`src/rtl/sched_pkg.sv`:
```
// Shared scheduler definitions: default element geometry, field offsets,
// post-dequeue state encoding and the invalid-element sentinel.
package sched_pkg;

   localparam int SCHED_NUM_FIFO      = 3;
   localparam int SCHED_ID_LOG        = $clog2(SCHED_NUM_FIFO);
   localparam int SCHED_RANK_LOG      = 1;
   localparam int SCHED_TIME_LOG      = 1;
   localparam int SCHED_ELEMENT_WIDTH = SCHED_ID_LOG + SCHED_RANK_LOG + SCHED_TIME_LOG;

   // Element layout is {id, rank, time}; time always sits at bit 0.
   localparam int SCHED_TIME_OFS = 0;
   localparam int SCHED_RANK_OFS = SCHED_TIME_OFS + SCHED_TIME_LOG;
   localparam int SCHED_ID_OFS   = SCHED_RANK_OFS + SCHED_RANK_LOG;

   localparam logic [SCHED_ELEMENT_WIDTH-1:0] SCHED_INVALID_ELEMENT = {SCHED_ELEMENT_WIDTH{1'b1}};

   typedef enum logic [1:0] {
      ST_IDLE      = 2'd0,
      ST_REQ       = 2'd1,
      ST_WAIT_DONE = 2'd2
   } sched_state_e;

endpackage

```
`src/rtl/sched_sat_counter.sv`:
```
// Statistics counter that sticks at all-ones instead of wrapping.
module sched_sat_counter #(
   parameter int CNT_WIDTH = 16
) (
   input  logic                 clk,
   input  logic                 clear,
   input  logic                 inc,
   output logic [CNT_WIDTH-1:0] value
);

   // Count up on inc until saturated; clear has priority.
   always_ff @(posedge clk) begin
      if (clear) begin
         value <= {CNT_WIDTH{1'b0}};
      end else if (inc && (value != {CNT_WIDTH{1'b1}})) begin
         value <= value + CNT_WIDTH'(1);
      end else begin
         value <= value;
      end
   end

endmodule

```
`src/rtl/sched_post_deq_dispatch.sv`:
```
// Post-dequeue dispatcher: decodes one scheduler element, requests transmit on
// the selected per-flow queue and waits for its done (or a timeout).
module sched_post_deq_dispatch
   import sched_pkg::*;
#(
   parameter int NUM_FIFO       = SCHED_NUM_FIFO,
   parameter int ID_LOG         = $clog2(NUM_FIFO),
   parameter int RANK_LOG       = SCHED_RANK_LOG,
   parameter int TIME_LOG       = SCHED_TIME_LOG,
   parameter int ELEMENT_WIDTH  = ID_LOG + RANK_LOG + TIME_LOG,
   parameter int TIMEOUT_CYCLES = 16,
   parameter int CNT_WIDTH      = 16
) (
   input  logic                          clk,
   input  logic                          rst,
   input  logic                          deq_valid_in,
   input  logic [ELEMENT_WIDTH-1:0]      deq_element_in,
   output logic                          post_deq_ready,
   output logic                          tx_req_valid,
   output logic [ID_LOG-1:0]             tx_req_id,
   output logic [RANK_LOG-1:0]           tx_req_rank,
   output logic [TIME_LOG-1:0]           tx_req_time,
   input  logic                          tx_req_ready,
   input  logic                          tx_done,
   input  logic [ID_LOG-1:0]             tx_done_id,
   output logic                          busy,
   output logic [NUM_FIFO*CNT_WIDTH-1:0] dispatch_count,
   output logic [CNT_WIDTH-1:0]          drop_count,
   output logic [CNT_WIDTH-1:0]          timeout_count
);

   localparam int TIME_OFS = SCHED_TIME_OFS;
   localparam int RANK_OFS = TIME_OFS + TIME_LOG;
   localparam int ID_OFS   = RANK_OFS + RANK_LOG;
   localparam int TMR_W    = $clog2(TIMEOUT_CYCLES);
   localparam logic [TMR_W-1:0]  TMR_LAST   = TMR_W'(TIMEOUT_CYCLES - 1);
   localparam logic [ID_LOG:0]   NUM_FIFO_L = (ID_LOG + 1)'(NUM_FIFO);

   sched_state_e          state_r;
   logic [ID_LOG-1:0]     id_r;
   logic [TMR_W-1:0]      timer_r;
   logic [ID_LOG-1:0]     elem_id_s;
   logic                  accept_s;
   logic                  in_range_s;
   logic                  hs_s;
   logic                  done_match_s;
   logic                  expire_s;
   logic [NUM_FIFO-1:0]   disp_inc_s;

   assign post_deq_ready = (state_r == ST_IDLE) && !rst;
   assign elem_id_s      = deq_element_in[ID_OFS +: ID_LOG];
   assign accept_s       = deq_valid_in && post_deq_ready;
   assign in_range_s     = {1'b0, elem_id_s} < NUM_FIFO_L;
   assign hs_s           = (state_r == ST_REQ) && tx_req_valid && tx_req_ready;
   assign done_match_s   = (state_r == ST_WAIT_DONE) && tx_done && (tx_done_id == id_r);
   assign expire_s       = (state_r == ST_WAIT_DONE) && (timer_r == TMR_LAST);

   // Dispatch FSM; request fields are registered and zero outside REQ.
   always_ff @(posedge clk) begin
      if (rst) begin
         state_r      <= ST_IDLE;
         id_r         <= {ID_LOG{1'b0}};
         timer_r      <= {TMR_W{1'b0}};
         tx_req_valid <= 1'b0;
         tx_req_id    <= {ID_LOG{1'b0}};
         tx_req_rank  <= {RANK_LOG{1'b0}};
         tx_req_time  <= {TIME_LOG{1'b0}};
         busy         <= 1'b0;
      end else begin
         case (state_r)
            ST_IDLE: begin
               if (accept_s && in_range_s) begin
                  state_r      <= ST_REQ;
                  id_r         <= elem_id_s;
                  tx_req_valid <= 1'b1;
                  tx_req_id    <= elem_id_s;
                  tx_req_rank  <= deq_element_in[RANK_OFS +: RANK_LOG];
                  tx_req_time  <= deq_element_in[TIME_OFS +: TIME_LOG];
                  busy         <= 1'b1;
               end else begin
                  state_r <= ST_IDLE;
               end
            end
            ST_REQ: begin
               if (hs_s) begin
                  state_r      <= ST_WAIT_DONE;
                  timer_r      <= {TMR_W{1'b0}};
                  tx_req_valid <= 1'b0;
                  tx_req_id    <= {ID_LOG{1'b0}};
                  tx_req_rank  <= {RANK_LOG{1'b0}};
                  tx_req_time  <= {TIME_LOG{1'b0}};
               end else begin
                  state_r <= ST_REQ;
               end
            end
            ST_WAIT_DONE: begin
               // A matching done and expiry both return to IDLE; the
               // timeout counter alone decides which one is recorded.
               if (done_match_s || expire_s) begin
                  state_r <= ST_IDLE;
                  busy    <= 1'b0;
               end else begin
                  timer_r <= timer_r + TMR_W'(1);
               end
            end
            default: begin
               state_r      <= ST_IDLE;
               tx_req_valid <= 1'b0;
               tx_req_id    <= {ID_LOG{1'b0}};
               tx_req_rank  <= {RANK_LOG{1'b0}};
               tx_req_time  <= {TIME_LOG{1'b0}};
               busy         <= 1'b0;
            end
         endcase
      end
   end

   for (genvar i = 0; i < NUM_FIFO; i++) begin : g_disp
      assign disp_inc_s[i] = hs_s && (id_r == ID_LOG'(i));

      sched_sat_counter #(.CNT_WIDTH(CNT_WIDTH)) u_disp_cnt (
         .clk   (clk),
         .clear (rst),
         .inc   (disp_inc_s[i]),
         .value (dispatch_count[i*CNT_WIDTH +: CNT_WIDTH])
      );
   end

   sched_sat_counter #(.CNT_WIDTH(CNT_WIDTH)) u_drop_cnt (
      .clk   (clk),
      .clear (rst),
      .inc   (accept_s && !in_range_s),
      .value (drop_count)
   );

   sched_sat_counter #(.CNT_WIDTH(CNT_WIDTH)) u_timeout_cnt (
      .clk   (clk),
      .clear (rst),
      .inc   (expire_s && !done_match_s),
      .value (timeout_count)
   );

endmodule

```
`config.mk`:
```
export PLATFORM = sky130hd
export DESIGN_NAME = sched_post_deq_dispatch
export DESIGN_NICKNAME = d
export VERILOG_FILES = /design/src/rtl/sched_pkg.sv /design/src/rtl/sched_sat_counter.sv /design/src/rtl/sched_post_deq_dispatch.sv
export SDC_FILE = /design/constraint.sdc
export NUM_CORES = 1
export LEC_CHECK = 0
export ABC_CLOCK_PERIOD_IN_PS = 2200
export CORE_ASPECT_RATIO = 0.5
export CORE_MARGIN = 8
export CORE_UTILIZATION = 45
export DETAILED_ROUTE_END_ITERATION = 10
export HOLD_SLACK_MARGIN = 0.05
export PLACE_DENSITY_LB_ADDON = 0.12
export SLEW_MARGIN = 20
export SYNTH_ARGS = -nofsm -noshare
export SYNTH_HDL_FRONTEND = slang
export SYNTH_SLANG_ARGS = --single-unit
```
`constraint.sdc`:
```
create_clock -name clk -period 2.2 [get_ports clk]
set_input_delay 0.44 -clock clk [delete_from_list [all_inputs] [get_ports clk]]
set_output_delay 0.44 -clock clk [all_outputs]
set_load 0.03 [all_outputs]
```
# ---- Word-level counts from Yosys, hierarchy flattened
# Cells that the tools add are included.
# Widths: inputs -> output; s select.
dict set report totals {
  ff_bits 94
  inputBits 11
  word_cells 85
}
dict set report op_classes {
  n_addsub 6
  order_cmp 1
  eq_ne 15
  muxes 19
  bitwise 2
  reduce_logical 29
}
# op n
set op_table {}
lappend op_table {{$add 16x1->16 const B} 5}
lappend op_table {{$ne 16x16->1 const B} 5}
lappend op_table {{$logic_and 1x1->1} 18}
lappend op_table {{$pmux 1 s3} 4}
lappend op_table {{$pmux 2 s3} 2}
lappend op_table {{$reduce_and 3->1} 3}
lappend op_table {{$mux 2} 4}
lappend op_table {{$mux 4} 2}
lappend op_table {{$pmux 4 s2} 1}
lappend op_table {{$mux 1} 6}
lappend op_table {{$add 4x1->4 const B} 1}
lappend op_table {{$eq 2x1->1 const B} 2}
lappend op_table {{$eq 2x2->1 const B} 2}
lappend op_table {{$eq 4x4->1 const B} 1}
lappend op_table {{$logic_not 2->1} 2}
lappend op_table {{$ne 2x1->1 const B} 2}
lappend op_table {{$ne 2x2->1 const B} 2}
lappend op_table {{$logic_not 1->1} 3}
lappend op_table {{$eq 2x2->1} 1}
lappend op_table {{$lt 2x2->1 const B} 1}
lappend op_table {{$not 1->1} 2}
lappend op_table {{$reduce_and 2->1} 1}
lappend op_table {{$reduce_bool 2->1} 1}
lappend op_table {{$logic_or 1x1->1} 1}

# ---- Longest topological paths before layout
dict set report depth {
  word_depth 6
  depth_mapped 7
  depth_no_buf 6
}

# ---- Hierarchy
# A second synthesis with hierarchy kept.
dict set report hier_totals {
  hier_cells 567
  area_unflattened_um2 4932.2
}
# mod instances cells_each area_per_inst_um2 seq_area_each_um2
set modules_own_cells {}
lappend modules_own_cells {sched_sat_counter 5 99 848.3 320.3}
lappend modules_own_cells {sched_post_deq_dispatch 1 72 690.7 280.3}

# ---- Worst setup path after synthesis
# Ideal clock, no wire load.
dict set report synth_path {
  path_kind {input to output}
  startpoint {input port rst}
  endpoint {output port post_deq_ready}
  t_arrival_ns 1.709
  required_time_ns 1.760
  path_slack_ns 0.051
  stages 4
  n_path_buf 3
  cell_sequence {clkbuf_1 > buf_1 > clkbuf_1 > nor3_1}
}
dict set report synth_via {
  elab_chain_len 2
}
# element line
set synth_rtl {}
lappend synth_rtl {{start, declared} sched_post_deq_dispatch.sv:15} ;# input logic rst,
lappend synth_rtl {{$logic_not 1->1} sched_post_deq_dispatch.sv:50} ;# assign post_deq_ready = (state_r == ST_IDLE) && !rst;
lappend synth_rtl {{$logic_and 1x1->1} sched_post_deq_dispatch.sv:50}
lappend synth_rtl {{end, declared} sched_post_deq_dispatch.sv:18} ;# output logic post_deq_ready,
# No other way between the ends.

# ---- Worst setup path after layout
dict set report layout_path {
  startpoint {register u_drop_cnt.value[9]}
  endpoint {output port drop_count[9]}
}
# element line
set layout_lines {}
lappend layout_lines {{start, declared} sched_sat_counter.sv:8} ;# output logic [CNT_WIDTH-1:0] value
lappend layout_lines {{start signal, assigned} sched_sat_counter.sv:14} ;# value <= {CNT_WIDTH{1'b0}};
lappend layout_lines {{start signal, assigned} sched_sat_counter.sv:16} ;# value <= value + CNT_WIDTH'(1);
lappend layout_lines {{start signal, assigned} sched_sat_counter.sv:18} ;# value <= value;
lappend layout_lines {{end, declared} sched_post_deq_dispatch.sv:28} ;# output logic [CNT_WIDTH-1:0] drop_count,
# No word-level cell between the ends.

==> results.sh <==
export IMPL_outcome="finished, final reports clean"
export IMPL_worst_setup_ep_type="output pin"
export IMPL_pre_cts_ws_ns=-0.0445
export IMPL_place_congestion=0.816
export IMPL_post_synth_inst_count=523
export IMPL_post_place_cells=768
export IMPL_cts_buffers_inserted=9
export IMPL_finalSetupViolations=0
export IMPL_timing_hold_worst_class="reg -> reg"
export IMPL_timing_final_hold_violations=0
export IMPL_setup_repair_after_global_routing_missed_its_margin="false"
export IMPL_core_area_mm2=0.0101
export IMPL_cts_root_buffer_cell="clkbuf_16"
export IMPL_area_growth_pct=35.3
export IMPL_initial_antenna_violation_count=1
export IMPL_dieArea_mm2=0.0139
export IMPL_detailedPlacementHpwl_um=8100
export IMPL_post_route_util=0.617
export IMPL_post_route_cells_drive_above_1_share=0.102
export IMPL_max_slew_margin_rel=0.595
export IMPL_drv_slew=0
export IMPL_transition_time_at_the_pin_with_the_least_slew_margin_ns=0.604
export IMPL_first_iter_violations=187
export IMPL_cp_max_fo=7
export IMPL_critical_path_class="reg -> out"
export IMPL_power_frac_comb=0.044
export IMPL_ff_latch_area_mm2=0.00188
export IMPL_synth_edff_count=0
export IMPL_place_port_buffers=97
export IMPL_cpMaxStageDelayCell="clkdlybuf4s50_1"
export IMPL_worst_endpoint_required_ns=1.76
export IMPL_max_vdd_ir_drop_mv=0.358
export IMPL_synth_area_mm2=0.00458
export IMPL_drc_violations=0
export IMPL_drtAntennaViolNets=0
export IMPL_route_vias_total=4207
export IMPL_grt_pass1_vias=4052
export IMPL_cts_max_level=3
export IMPL_drt_total_wl_um=11400
export IMPL_finalWorstPathRequiredPeriod_ns=1.99
export IMPL_post_synth_top_area_fraction=0.411
export IMPL_insertion_delay_ns=0.34
export IMPL_grt_usage=0.164
export IMPL_path_buf_inv=1
export IMPL_switching_share=0.207
export IMPL_synth_most_common_cell="dfxtp_1"
export IMPL_multiInputGateArea_mm2=0.00261
export IMPL_std_cell_rows=26
export IMPL_viasPerCell=5.37
export IMPL_yosysSeqAreaShare=0.411
export IMPL_synth_yosys_warnings=0
export IMPL_p_int_mw=2.92
export IMPL_post_layout_total_power_mw=3.68
export IMPL_design_portCount=98
export IMPL_yosys_area_top_type="dfxtp_1"
export IMPL_critical_path_top_delay_family="buffers and inverters"
export IMPL_fp_dieH_um=87.4
export IMPL_clockBufferDepth=2
export IMPL_tritoncts="yes"
export IMPL_cp_slowest_stage_delay_ns=0.73
export IMPL_die_w_um=159
export IMPL_layout_filler_cells=904
export IMPL_p_per_area_mw_per_mm2=594
export IMPL_crit_arrival_ns=1.55
export IMPL_detail_route_wl_per_cell_um=14.5
export IMPL_synthesis_nets=540
export IMPL_share_seq_of_total_power=0.470
export IMPL_clk_pin_slew_worst_paths_ns=0.07
export IMPL_start_util=0.456
export IMPL_globalRouteOverflowTotal=0
export IMPL_ys_ff_latch=94
export IMPL_fin_worst_skew_ns=0.00675
export IMPL_postCtsHoldBufs=0
export IMPL_drt_pass1_iterations=4
export IMPL_final_hold_worst_slack_ns=0.487
export IMPL_power_static_leakage_nw=2.08
export IMPL_final_cell_count_no_fill=784
export IMPL_synth_cell_type_count=61
export IMPL_final_net_count=656
export IMPL_clkPwrFrac=0.486
export IMPL_synthTopCellsByCount="dfxtp_1, nor2_1, xnor2_1"
export IMPL_antenna_cells=0
export IMPL_final_critical_path_setup_slack_ns=0.209
export IMPL_fraction_of_registers_with_async_set_reset=0
export IMPL_power_switching_mw=0.761
export IMPL_timing_max_cap_violations=0
export IMPL_final_min_period_over_clock_period=0.905
export IMPL_fmax_ghz=0.502
export IMPL_worstPathCellList="clkdlybuf4s50_1"
export IMPL_wire_length_of_the_first_global_routing_pass_um=19200
export IMPL_grt_max_degree=97
export IMPL_tritoncts_num_sinks=94
export IMPL_start_kind="flip-flop"
export IMPL_synth_ff_type="dfxtp_1"
export IMPL_syn_avg_cell_area_um2=8.76
export IMPL_largest_cells_by_area_after_synthesis="dfxtp_1, xnor2_1, nor2_1"
## what timing repair did
item                                    in CTS  in global routing
buffers inserted                             0                  0
endpoints found under the setup margin       0                  1
gates resized for setup                      0                  1
## cells in the final DEF (no fill, tap or decap), types with 6 or more instances in the layout
cell	n
and4_1	10
buf_4	24
nor4_1	14
nand3_1	27
inv_1	6
or3_1	6
clkbuf_16	9
a21oi_1	17
nor2_1	75
nand2_1	29
nor3_1	28
nor3b_1	6
and3_1	9
nor2b_1	7
ha_1	6
nand4_1	31
xnor2_1	46
dfxtp_1	94
o21ai_0	15
xor2_1	11
or4_1	8
clkdlybuf4s50_1	95
## power groups by stage
stage,registers (mW),logic [mW],clock network (mW)
2_1_floorplan,1.78,0.0808,0
3_3_place_gp,1.77,0.162,0
3_5_place_dp,1.77,0.163,0
4_1_cts,1.73,0.164,1.83
5_1_grt,1.73,0.175,1.91
6_report,1.73,0.162,1.79
## sequential cells by signal, indices dropped and copies added, names as in the netlist, 2 cells and up
name,cells
state_r,2
u_drop_cnt.value,16
g_disp.u_disp_cnt.value,48
timer_r,4
tx_req_id,2
id_r,2
u_timeout_cnt.value,16
## final cells by class
class	count	share of cell area
inverter	6	0.00363
sequential	94	0.303
multi-input combinational	406	0.420
tap	140	0.0282
clock inverter	6	0.0176
timing repair buffer	122	0.188
clock buffer	10	0.0385
## path summary, 6_finish.rpt
check             slack (ns)                                  end                                start  cells past startpoint
setup / recovery        0.21                        drop_count[9]     u_drop_cnt.value[9]$_SDFFE_PP0P_                      1
hold / removal          0.49              timer_r[3]$_SDFFE_PP0P_              timer_r[3]$_SDFFE_PP0P_                      1
setup reg to reg        0.21  u_timeout_cnt.value[1]$_SDFFE_PP0P_  u_timeout_cnt.value[8]$_SDFFE_PP0P_                      6
hold reg to reg         0.49              timer_r[3]$_SDFFE_PP0P_              timer_r[3]$_SDFFE_PP0P_                      1
## stage by stage
| step | TNS, ns | cell area [µm²] |
|---|---|---|
| after CTS | 0 | 6200 |
| after detailed placement | -0.132 | 5850 |
| after floorplan | 0 | 4580 |
| after global routing | 0 | 6200 |
| final | 0 | 6200 |
| after global placement | -0.000921 | 5850 |
## cells by family after synthesis
group,count (synthesis),synth area share
buf+inv,23,0.0207
simple gates,280,0.345
fa+ha+maj,6,0.0164
xor+xnor,57,0.109
flops,94,0.411
compound gates,58,0.0868
mux,5,0.0112
## per-layer routing
layer / part of all wire / routed length, µm / track usage
met5: 0.00097 / 11 / 0
met4: 0.0079 / 90 / 0.0377
met3: 0.060 / 687 / 0.0590
met2: 0.47 / 5300 / 0.280
met1: 0.47 / 5290 / 0.194
Note: power is estimated with default switching activity, not from simulation.
